[src/rtl/seg7_pkg.sv]
// Shared constants and types for the seven-segment readback path.
// Glyph table is indexed by the hex value it represents.
package seg7_pkg;

  localparam int SEG_A  = 7;
  localparam int SEG_B  = 6;
  localparam int SEG_C  = 5;
  localparam int SEG_D  = 4;
  localparam int SEG_E  = 3;
  localparam int SEG_F  = 2;
  localparam int SEG_G  = 1;
  localparam int SEG_DP = 0;

  localparam logic [15:0][7:0] GLYPH = {
    8'h8E, 8'h9E, 8'h7A, 8'h1A,
    8'h3E, 8'hEE, 8'hF6, 8'hFE,
    8'hE0, 8'hBE, 8'hB6, 8'h66,
    8'hF2, 8'hDA, 8'h60, 8'hFC
  };

  typedef enum logic {
    COLLECT = 1'b0,
    PRESENT = 1'b1
  } state_e;

endpackage

[src/rtl/seg7_glyph_decode.sv]
// Maps segments a..g back to a hex nibble.
// Unknown patterns yield nibble 0 with bad set.
module seg7_glyph_decode
  import seg7_pkg::*;
(
  input  logic [6:0] seg_i,
  output logic [3:0] nib_o,
  output logic       bad_o
);

  always_comb begin
    nib_o = 4'd0;
    bad_o = 1'b1;
    for (int i = 0; i < 16; i++) begin
      if (seg_i == GLYPH[i][7:1]) begin
        nib_o = 4'(i);
        bad_o = 1'b0;
      end
    end
  end

endmodule

[src/rtl/seg7_reader.sv]
// Monitors a multiplexed 7-seg bus, filters for stability,
// decodes each digit and presents full words on valid/ready.
module seg7_reader
  import seg7_pkg::*;
#(
  parameter int DIGITS        = 4,
  parameter int STABLE_CYCLES = 3
) (
  input  logic                clk,
  input  logic                rst_n,
  input  logic                clr,
  input  logic [7:0]          seg_in,
  input  logic [DIGITS-1:0]   dig_sel,
  output logic [4*DIGITS-1:0] out_word,
  output logic [DIGITS-1:0]   out_dp,
  output logic [DIGITS-1:0]   out_bad,
  output logic                out_valid,
  input  logic                out_ready,
  output logic                err,
  output logic                overrun
);

  localparam logic [3:0] STB = 4'(STABLE_CYCLES);

  logic [7:0]          seg_q, seg_d;
  logic [DIGITS-1:0]   sel_q, sel_d;
  logic [3:0]          cnt_q, cnt_d;
  logic [4*DIGITS-1:0] wnib_q, wnib_d;
  logic [DIGITS-1:0]   wdp_q, wdp_d;
  logic [DIGITS-1:0]   wbad_q, wbad_d;
  logic [DIGITS-1:0]   seen_q, seen_d;
  logic [4*DIGITS-1:0] word_q, word_d;
  logic [DIGITS-1:0]   dp_q, dp_d;
  logic [DIGITS-1:0]   bad_q, bad_d;
  logic                err_q, err_d;
  logic                ovr_q, ovr_d;
  state_e              state_q, state_d;

  logic       match;
  logic       onehot;
  logic       capture;
  logic       complete;
  logic       load;
  logic [3:0] dec_nib;
  logic       dec_bad;

  seg7_glyph_decode u_dec (
    .seg_i (seg_q[7:1]),
    .nib_o (dec_nib),
    .bad_o (dec_bad)
  );

  assign match    = ({seg_in, dig_sel} == {seg_q, sel_q});
  assign onehot   = (sel_q != '0) &&
                    ((sel_q & (sel_q - DIGITS'(1))) == '0);
  assign capture  = match && onehot && (cnt_q == STB - 4'd1);
  assign complete = &seen_q;

  always_comb begin
    seg_d   = seg_in;
    sel_d   = dig_sel;
    cnt_d   = 4'd1;
    wnib_d  = wnib_q;
    wdp_d   = wdp_q;
    wbad_d  = wbad_q;
    seen_d  = complete ? '0 : seen_q;
    word_d  = word_q;
    dp_d    = dp_q;
    bad_d   = bad_q;
    err_d   = err_q;
    ovr_d   = ovr_q;
    state_d = state_q;
    load    = 1'b0;

    if (match) begin
      cnt_d = (cnt_q == STB) ? cnt_q : cnt_q + 4'd1;
    end

    if (capture) begin
      for (int i = 0; i < DIGITS; i++) begin
        if (sel_q[i]) begin
          wnib_d[4*i +: 4] = dec_nib;
          wdp_d[i]         = seg_q[SEG_DP];
          wbad_d[i]        = dec_bad;
          seen_d[i]        = 1'b1;
        end
      end
      err_d = err_q | dec_bad;
    end

    unique case (state_q)
      COLLECT: begin
        if (complete) begin
          load    = 1'b1;
          state_d = PRESENT;
        end
      end
      PRESENT: begin
        if (complete && out_ready) begin
          load = 1'b1;
        end else if (complete) begin
          ovr_d = 1'b1;
        end else if (out_ready) begin
          state_d = COLLECT;
        end
      end
      default: state_d = COLLECT;
    endcase

    if (load) begin
      word_d = wnib_q;
      dp_d   = wdp_q;
      bad_d  = wbad_q;
    end

    // clr wins over any capture or load on the same edge
    if (clr) begin
      seg_d   = '0;
      sel_d   = '0;
      cnt_d   = 4'd0;
      wnib_d  = '0;
      wdp_d   = '0;
      wbad_d  = '0;
      seen_d  = '0;
      word_d  = '0;
      dp_d    = '0;
      bad_d   = '0;
      err_d   = 1'b0;
      ovr_d   = 1'b0;
      state_d = COLLECT;
    end
  end

  always_ff @(posedge clk or negedge rst_n) begin
    if (!rst_n) begin
      seg_q   <= '0;
      sel_q   <= '0;
      cnt_q   <= 4'd0;
      wnib_q  <= '0;
      wdp_q   <= '0;
      wbad_q  <= '0;
      seen_q  <= '0;
      word_q  <= '0;
      dp_q    <= '0;
      bad_q   <= '0;
      err_q   <= 1'b0;
      ovr_q   <= 1'b0;
      state_q <= COLLECT;
    end else begin
      seg_q   <= seg_d;
      sel_q   <= sel_d;
      cnt_q   <= cnt_d;
      wnib_q  <= wnib_d;
      wdp_q   <= wdp_d;
      wbad_q  <= wbad_d;
      seen_q  <= seen_d;
      word_q  <= word_d;
      dp_q    <= dp_d;
      bad_q   <= bad_d;
      err_q   <= err_d;
      ovr_q   <= ovr_d;
      state_q <= state_d;
    end
  end

  assign out_word  = word_q;
  assign out_dp    = dp_q;
  assign out_bad   = bad_q;
  assign out_valid = (state_q == PRESENT);
  assign err       = err_q;
  assign overrun   = ovr_q;

endmodule
[config.mk]
export PLATFORM = sky130hd
export DESIGN_NAME = seg7_reader
export DESIGN_NICKNAME = d
export VERILOG_FILES = /design/src/rtl/seg7_pkg.sv /design/src/rtl/seg7_glyph_decode.sv /design/src/rtl/seg7_reader.sv
export SDC_FILE = /design/constraint.sdc
export NUM_CORES = 1
export LEC_CHECK = 0
export ABC_CLOCK_PERIOD_IN_PS = 3900
export CAP_MARGIN = 40
export CORE_UTILIZATION = 48
export DETAILED_ROUTE_END_ITERATION = 8
export GPL_ROUTABILITY_DRIVEN = 0
export HOLD_SLACK_MARGIN = 0.08
export PLACE_DENSITY = 0.78
export SYNTH_ARGS = -nofsm -noshare
export SYNTH_HDL_FRONTEND = slang
export SYNTH_SLANG_ARGS = --single-unit
[constraint.sdc]
create_clock -name clk -period 3.9 [get_ports clk]
set_input_delay 1.17 -clock clk [delete_from_list [all_inputs] [get_ports clk]]
set_output_delay 1.17 -clock clk [all_outputs]
set_load 0.05 [all_outputs]
==> results of run 1 <==
-- cell usage after synthesis (2+ instances only) --
master / n / share of area [%]
clkbuf_1: 15 / 1.6
a21oi_1: 36 / 5.3
nand2b_1: 26 / 4.8
xnor2_1: 16 / 4.1
and3_1: 2 / 0.37
nand3_1: 7 / 1.0
o31ai_1: 2 / 0.44
nand2_1: 56 / 6.2
buf_6: 5 / 1.6
mux2i_1: 19 / 5.6
o21ai_0: 3 / 0.44
ha_1: 2 / 0.73
nor2b_1: 16 / 2.9
and2b_2: 2 / 0.51
buf_2: 3 / 0.44
nor2_1: 10 / 1.1
nand3_2: 3 / 0.88
inv_1: 3 / 0.33
nand4_1: 6 / 1.1
o22ai_1: 3 / 0.55
mux2_2: 4 / 1.3
dfrtp_1: 71 / 52
a211oi_1: 5 / 1.1
nand3b_1: 2 / 0.44
-- worst paths after layout --
path                       cells past startpoint  slack (ps)          end      start
hold / removal                                 2         500      overrun    overrun
hold reg to reg                                2         500      overrun    overrun
setup reg to reg                               5        1680    wnib_q[2]   seg_q[3]
max in group asynchronous                      3        2530     seg_q[5]      rst_n
setup / recovery                               6        1050    wnib_q[2]  seg_in[3]
min in group asynchronous                      2         830  out_word[1]      rst_n
-- registers in the layout (all words and copies together) (netlist names) --
register	flops
err	1
overrun	1
sel_q	4
wbad_q	4
out_dp	4
out_valid	1
wdp_q	4
out_word	16
out_bad	4
seg_q	8
seen_q	4
cnt_q	4
wnib_q	16
-- metrics by stage --
step / setup slack (ps) / area, µm² / utilization (%) / hold slack (ps) / total power, mW
floorplan: 1300 / 3410 / - / 491 / 0.820
global placement: 746 / 3840 / 56.2 / 481 / 0.856
detailed placement: 671 / 3870 / 56.7 / 491 / 0.862
CTS: 1030 / 4080 / 59.7 / 508 / 1.46
global route: 924 / 4080 / 59.7 / 538 / 1.50
finish: 1050 / 4080 / 59.7 / 499 / 1.44
-- layout make-up --
cell class	instances	share of cell area, %
clock buffer	11	3.71
clock inverter	5	1.38
inverter	3	0.276
multi-input combinational	240	36.7
sequential	71	43.6
tap	96	2.94
timing repair buffer	47	11.5
-- layer usage --
metal | vias up | global-route usage, %
met2 | 47 | 31.0
met4 | 0 | 10.3
li1 | 1219 | -
met3 | 11 | 3.14
met1 | 1186 | 26.2
met5 | - | 0
-- power by group through the flow --
| stage | clock network (mW) | logic [mW] | registers, mW |
|---|---|---|---|
| floorplan | 0 | 0.0566 | 0.763 |
| global placement | 0 | 0.0810 | 0.775 |
| detailed placement | 0 | 0.0861 | 0.775 |
| CTS | 0.614 | 0.0863 | 0.761 |
| global route | 0.644 | 0.0941 | 0.763 |
| finish | 0.598 | 0.0837 | 0.761 |
-- kinds of logic after synthesis --
logic type,synth area share [%]
xor+xnor,4.36
fa+ha+maj,0.733
mux,6.89
compound gates,9.53
simple gates,22.3
flops,52.0
buf+inv,4.18
-- critical path: cells and delay by family --
| kind | cells | cell delay, ps |
|---|---|---|
| muxes | 1 | 340 |
| buffers and inverters | 1 | 500 |
| xor gates and xnor gates | 1 | 150 |
| and+or+nand+nor | 3 | 910 |
==> flow_metrics.env, run 1 <==
export IMPL_cts_buffers=9
export IMPL_criticalPathCategory="input pin to register"
export IMPL_drc_errors=0
export IMPL_nets=390
export IMPL_cpMaxStageDelayCell="clkdlybuf4s50_1"
export IMPL_synthesis_instances=338
export IMPL_dp_cells=457
export IMPL_start_util_pct=50.0
export IMPL_clock_fmax_ghz=0.351
export IMPL_io_buffers=42
export IMPL_cp_end_kind="register"
export IMPL_min_path_type="register to register"
export IMPL_wl_per_cell_um=13.5
export IMPL_grt_start_max_net_pins=47
export IMPL_fin_crit_ps=2850
export IMPL_ys_seq_area_share_pct=52.0
export IMPL_m1WireLength_um=3040
export IMPL_num_antenna_cells=0
export IMPL_dr_pass1_iters=6
export IMPL_drt_iter0_markers=94
export IMPL_slew_limit_headroom_pct=51.0
export IMPL_hold_viol=0
export IMPL_antenna_found_initial=0
export IMPL_fin_cells=473
export IMPL_cp_max_fo=9
export IMPL_viasPerCell=5.21
export IMPL_rsz0062_at_grt="no"
export IMPL_syn_area_um2=3410
export IMPL_critPathRequiredTime_ps=4130
export IMPL_finClkSkew_ps=5.67
export IMPL_tns_ps=0
export IMPL_cts_htree_levels=3
export IMPL_post_cts_buffers=0
export IMPL_finalSetupViolations=0
export IMPL_most_common_layout_cells="dfrtp_1 (71), nand2_1 (56), clkdlybuf4s50_1 (40)"
export IMPL_crit_path_start_kind="input pin"
export IMPL_cap_violations=0
export IMPL_die_h_um=86.3
export IMPL_regArea_um2=1780
export IMPL_min_period_over_period_pct=73.0
export IMPL_status="finished, final reports clean"
export IMPL_multiInputGateArea_um2=1500
export IMPL_ios=43
export IMPL_drive_above_1_share_pct=9.55
export IMPL_layout_commonest_cell="dfrtp_1"
export IMPL_grt_pass1_wl_um=11300
export IMPL_clock_latency_ps=340
export IMPL_power_switching_mw=0.331
export IMPL_syn_nets=356
export IMPL_synth_distinct_cells=45
export IMPL_die_x_um=86.3
export IMPL_synthArstFlopShare_pct=100
export IMPL_fp_coreArea_um2=6830
export IMPL_synth_edf_count=0
export IMPL_syn2layout_area_growth_pct=19.5
export IMPL_grtUsageTotal_pct=19.6
export IMPL_first_global_vias=2417
export IMPL_clkSinkCount=71
export IMPL_seq_power_share_pct=52.8
export IMPL_synth_area_per_cell_um2=10.1
export IMPL_clockBufferDepth=2
export IMPL_cts_root_buf="clkbuf_8"
export IMPL_dieArea_um2=7450
export IMPL_peakVddDrop_v=0.000185
export IMPL_wl_met3_um=168
export IMPL_clkPwrFrac_pct=41.4
export IMPL_cp_cell_sequence="clkdlybuf4s50_1, xnor2_1, nand4_1, nor3_4, and3_2, mux2_2"
export IMPL_cellLeakagePower_nw=1.76
export IMPL_p_sw_share_pct=22.9
export IMPL_synth_flop_cell="dfrtp_1"
export IMPL_ctsResizeCount=0
export IMPL_p_comb_share_pct=5.8
export IMPL_maxSlewViolCount=0
export IMPL_num_fill_cells=622
export IMPL_synth_seq_cells=71
export IMPL_ys_warn_count=0
export IMPL_hold_buffers=0
export IMPL_clk_pin_slew_ps=70
export IMPL_max_stage_delay_ps=500
export IMPL_arrival_ps=3080
export IMPL_dr_max_layer_used="met4"
export IMPL_tightest_slew_ps=735
export IMPL_rows=30
export IMPL_internal_power_mw=1.11
export IMPL_p_per_area_nw_per_um2=354
export IMPL_ant_nets=0
export IMPL_dp_hpwl_um=4410
export IMPL_cts_tree="yes"
export IMPL_num_vias=2463
export IMPL_wirelength_um=6380
export IMPL_wl_met2_um=3030
export IMPL_grt_overflow=0
(Power assumes the default switching activity.)
==> run 2, diff against run 1 <==
- ABC_CLOCK_PERIOD_IN_PS: 3900 -> 2950
- clock period: 3.9 -> 2.95 ns (I/O delays scaled with it)
==> flow_metrics.env, run 2 (synthesis results as in run 1) <==
export IMPL_maxSlewViolCount=0
export IMPL_regArea_um2=1780
export IMPL_dpl_cell_area_um2=3910
export IMPL_cts_root_buf="clkbuf_8"
export IMPL_arrival_ps=1520
export IMPL_cts_buffers=9
export IMPL_crit_family="buffers and inverters"
export IMPL_dieArea_um2=7450
export IMPL_nets=396
export IMPL_grt_pass1_wl_um=11600
export IMPL_p_per_area_nw_per_um2=460
export IMPL_dr_pass1_iters=5
export IMPL_cp_cell_sequence="clkdlybuf4s50_1"
export IMPL_p_total_mw=1.88
export IMPL_multiInputGateArea_um2=1500
export IMPL_slew_limit_headroom_pct=56.9
export IMPL_drt_iter0_markers=103
export IMPL_antenna_found_initial=0
export IMPL_io_buffers=42
export IMPL_criticalPathCategory="register to output pin"
export IMPL_most_common_layout_cells="dfrtp_1 (71), nand2_1 (56), clkdlybuf4s50_1 (40)"
export IMPL_tightest_slew_ps=641
export IMPL_die_x_um=86.3
export IMPL_place_ws_ps=193
export IMPL_cp_max_fo=2
export IMPL_finalSetupViolations=0
export IMPL_cts_tree="yes"
export IMPL_wirelength_um=6710
export IMPL_clk_pin_slew_ps=70
export IMPL_layout_commonest_cell="dfrtp_1"
export IMPL_ctsResizeCount=0
export IMPL_start_util_pct=50.0
export IMPL_critPathRequiredTime_ps=2070
export IMPL_dp_hpwl_um=4650
export IMPL_tns_ps=0
export IMPL_hold_viol=0
export IMPL_clock_latency_ps=350
export IMPL_max_stage_delay_ps=800
export IMPL_min_path_type="input pin to async pin"
export IMPL_syn2layout_area_growth_pct=19.9
export IMPL_rsz0062_at_grt="no"
export IMPL_ios=43
export IMPL_drc_errors=0
export IMPL_status="finished, final reports clean"
export IMPL_fin_crit_ps=2410
export IMPL_viasPerCell=5.26
export IMPL_wl_per_cell_um=14.1
export IMPL_min_period_over_period_pct=81.6
export IMPL_grt_start_max_net_pins=37
export IMPL_layout_setup_ws_ps=543
export IMPL_post_cts_buffers=0
export IMPL_cap_violations=0
export IMPL_cp_end_kind="output pin"
export IMPL_first_global_vias=2447
export IMPL_die_h_um=86.3
export IMPL_num_antenna_cells=0
export IMPL_clkSinkCount=71
export IMPL_clockBufferDepth=2
export IMPL_cts_htree_levels=3
export IMPL_grtUsageTotal_pct=20.6
export IMPL_regToRegSetupSlack_ps=920
export IMPL_hold_buffers=0
export IMPL_ant_nets=0
export IMPL_finClkSkew_ps=5.26
export IMPL_cpMaxStageDelayCell="clkdlybuf4s50_1"
export IMPL_peakVddDrop_v=0.000219
export IMPL_grt_overflow=0
export IMPL_crit_path_start_kind="register"
export IMPL_cellLeakagePower_nw=1.77
export IMPL_fin_area_um2=4090
export IMPL_fp_coreArea_um2=6830
export IMPL_rows=30
export IMPL_clock_fmax_ghz=0.415
export IMPL_num_vias=2503
export IMPL_num_fill_cells=595
export IMPL_path_buf_inv=1
export IMPL_drive_above_1_share_pct=10.0
run 2: cell types whose count changed in the layout (fill, tap and decap cells not counted), sizes merged:
cell	change
buf	+6
clkbuf	+1
clkinv	-3
clkinvlp	-1
run 2: stage by stage:
stage	hold WS, ps	instances	utilization (%)
after floorplan	491	338	-
after global placement	479	463	57.2
after detailed placement	505	463	57.2
after CTS	478	476	59.9
after global routing	506	476	59.9
final	477	476	59.9
run 2: final timing paths:
kind / cells after the start / end / startpoint
max: 1 / out_word[11] / out_word[11]
max in group asynchronous: 2 / sel_q[0] / rst_n
max reg2reg: 5 / wbad_q[3] / seg_q[7]
min: 1 / wnib_q[9] / rst_n
min in group clk: 2 / overrun / overrun
min reg2reg: 2 / overrun / overrun
run 2: power by group:
part | switching, mW | internal [mW] | total, mW
registers | 0.0247 | 0.982 | 1.01
logic | 0.0584 | 0.0542 | 0.113
clock network | 0.342 | 0.423 | 0.765
total | 0.425 | 1.46 | 1.88
run 2: routing by layer:
metal / wire, µm / GRT usage (%)
met1: 3110 / 27.0
met2: 3240 / 32.6
met3: 186 / 3.62
met4: 163 / 11.5
met5: 0 / 0
run 2: area by class of cell:
| type | count | share of cell area (%) |
|---|---|---|
| Tap cell | 96 | 2.93 |
| Clock buffer | 12 | 3.79 |
| Clock inverter | 1 | 0.733 |
| Sequential cell | 71 | 43.4 |
| Multi-Input combinational cell | 240 | 36.5 |
| Timing Repair Buffer | 53 | 12.3 |
| Inverter | 3 | 0.275 |
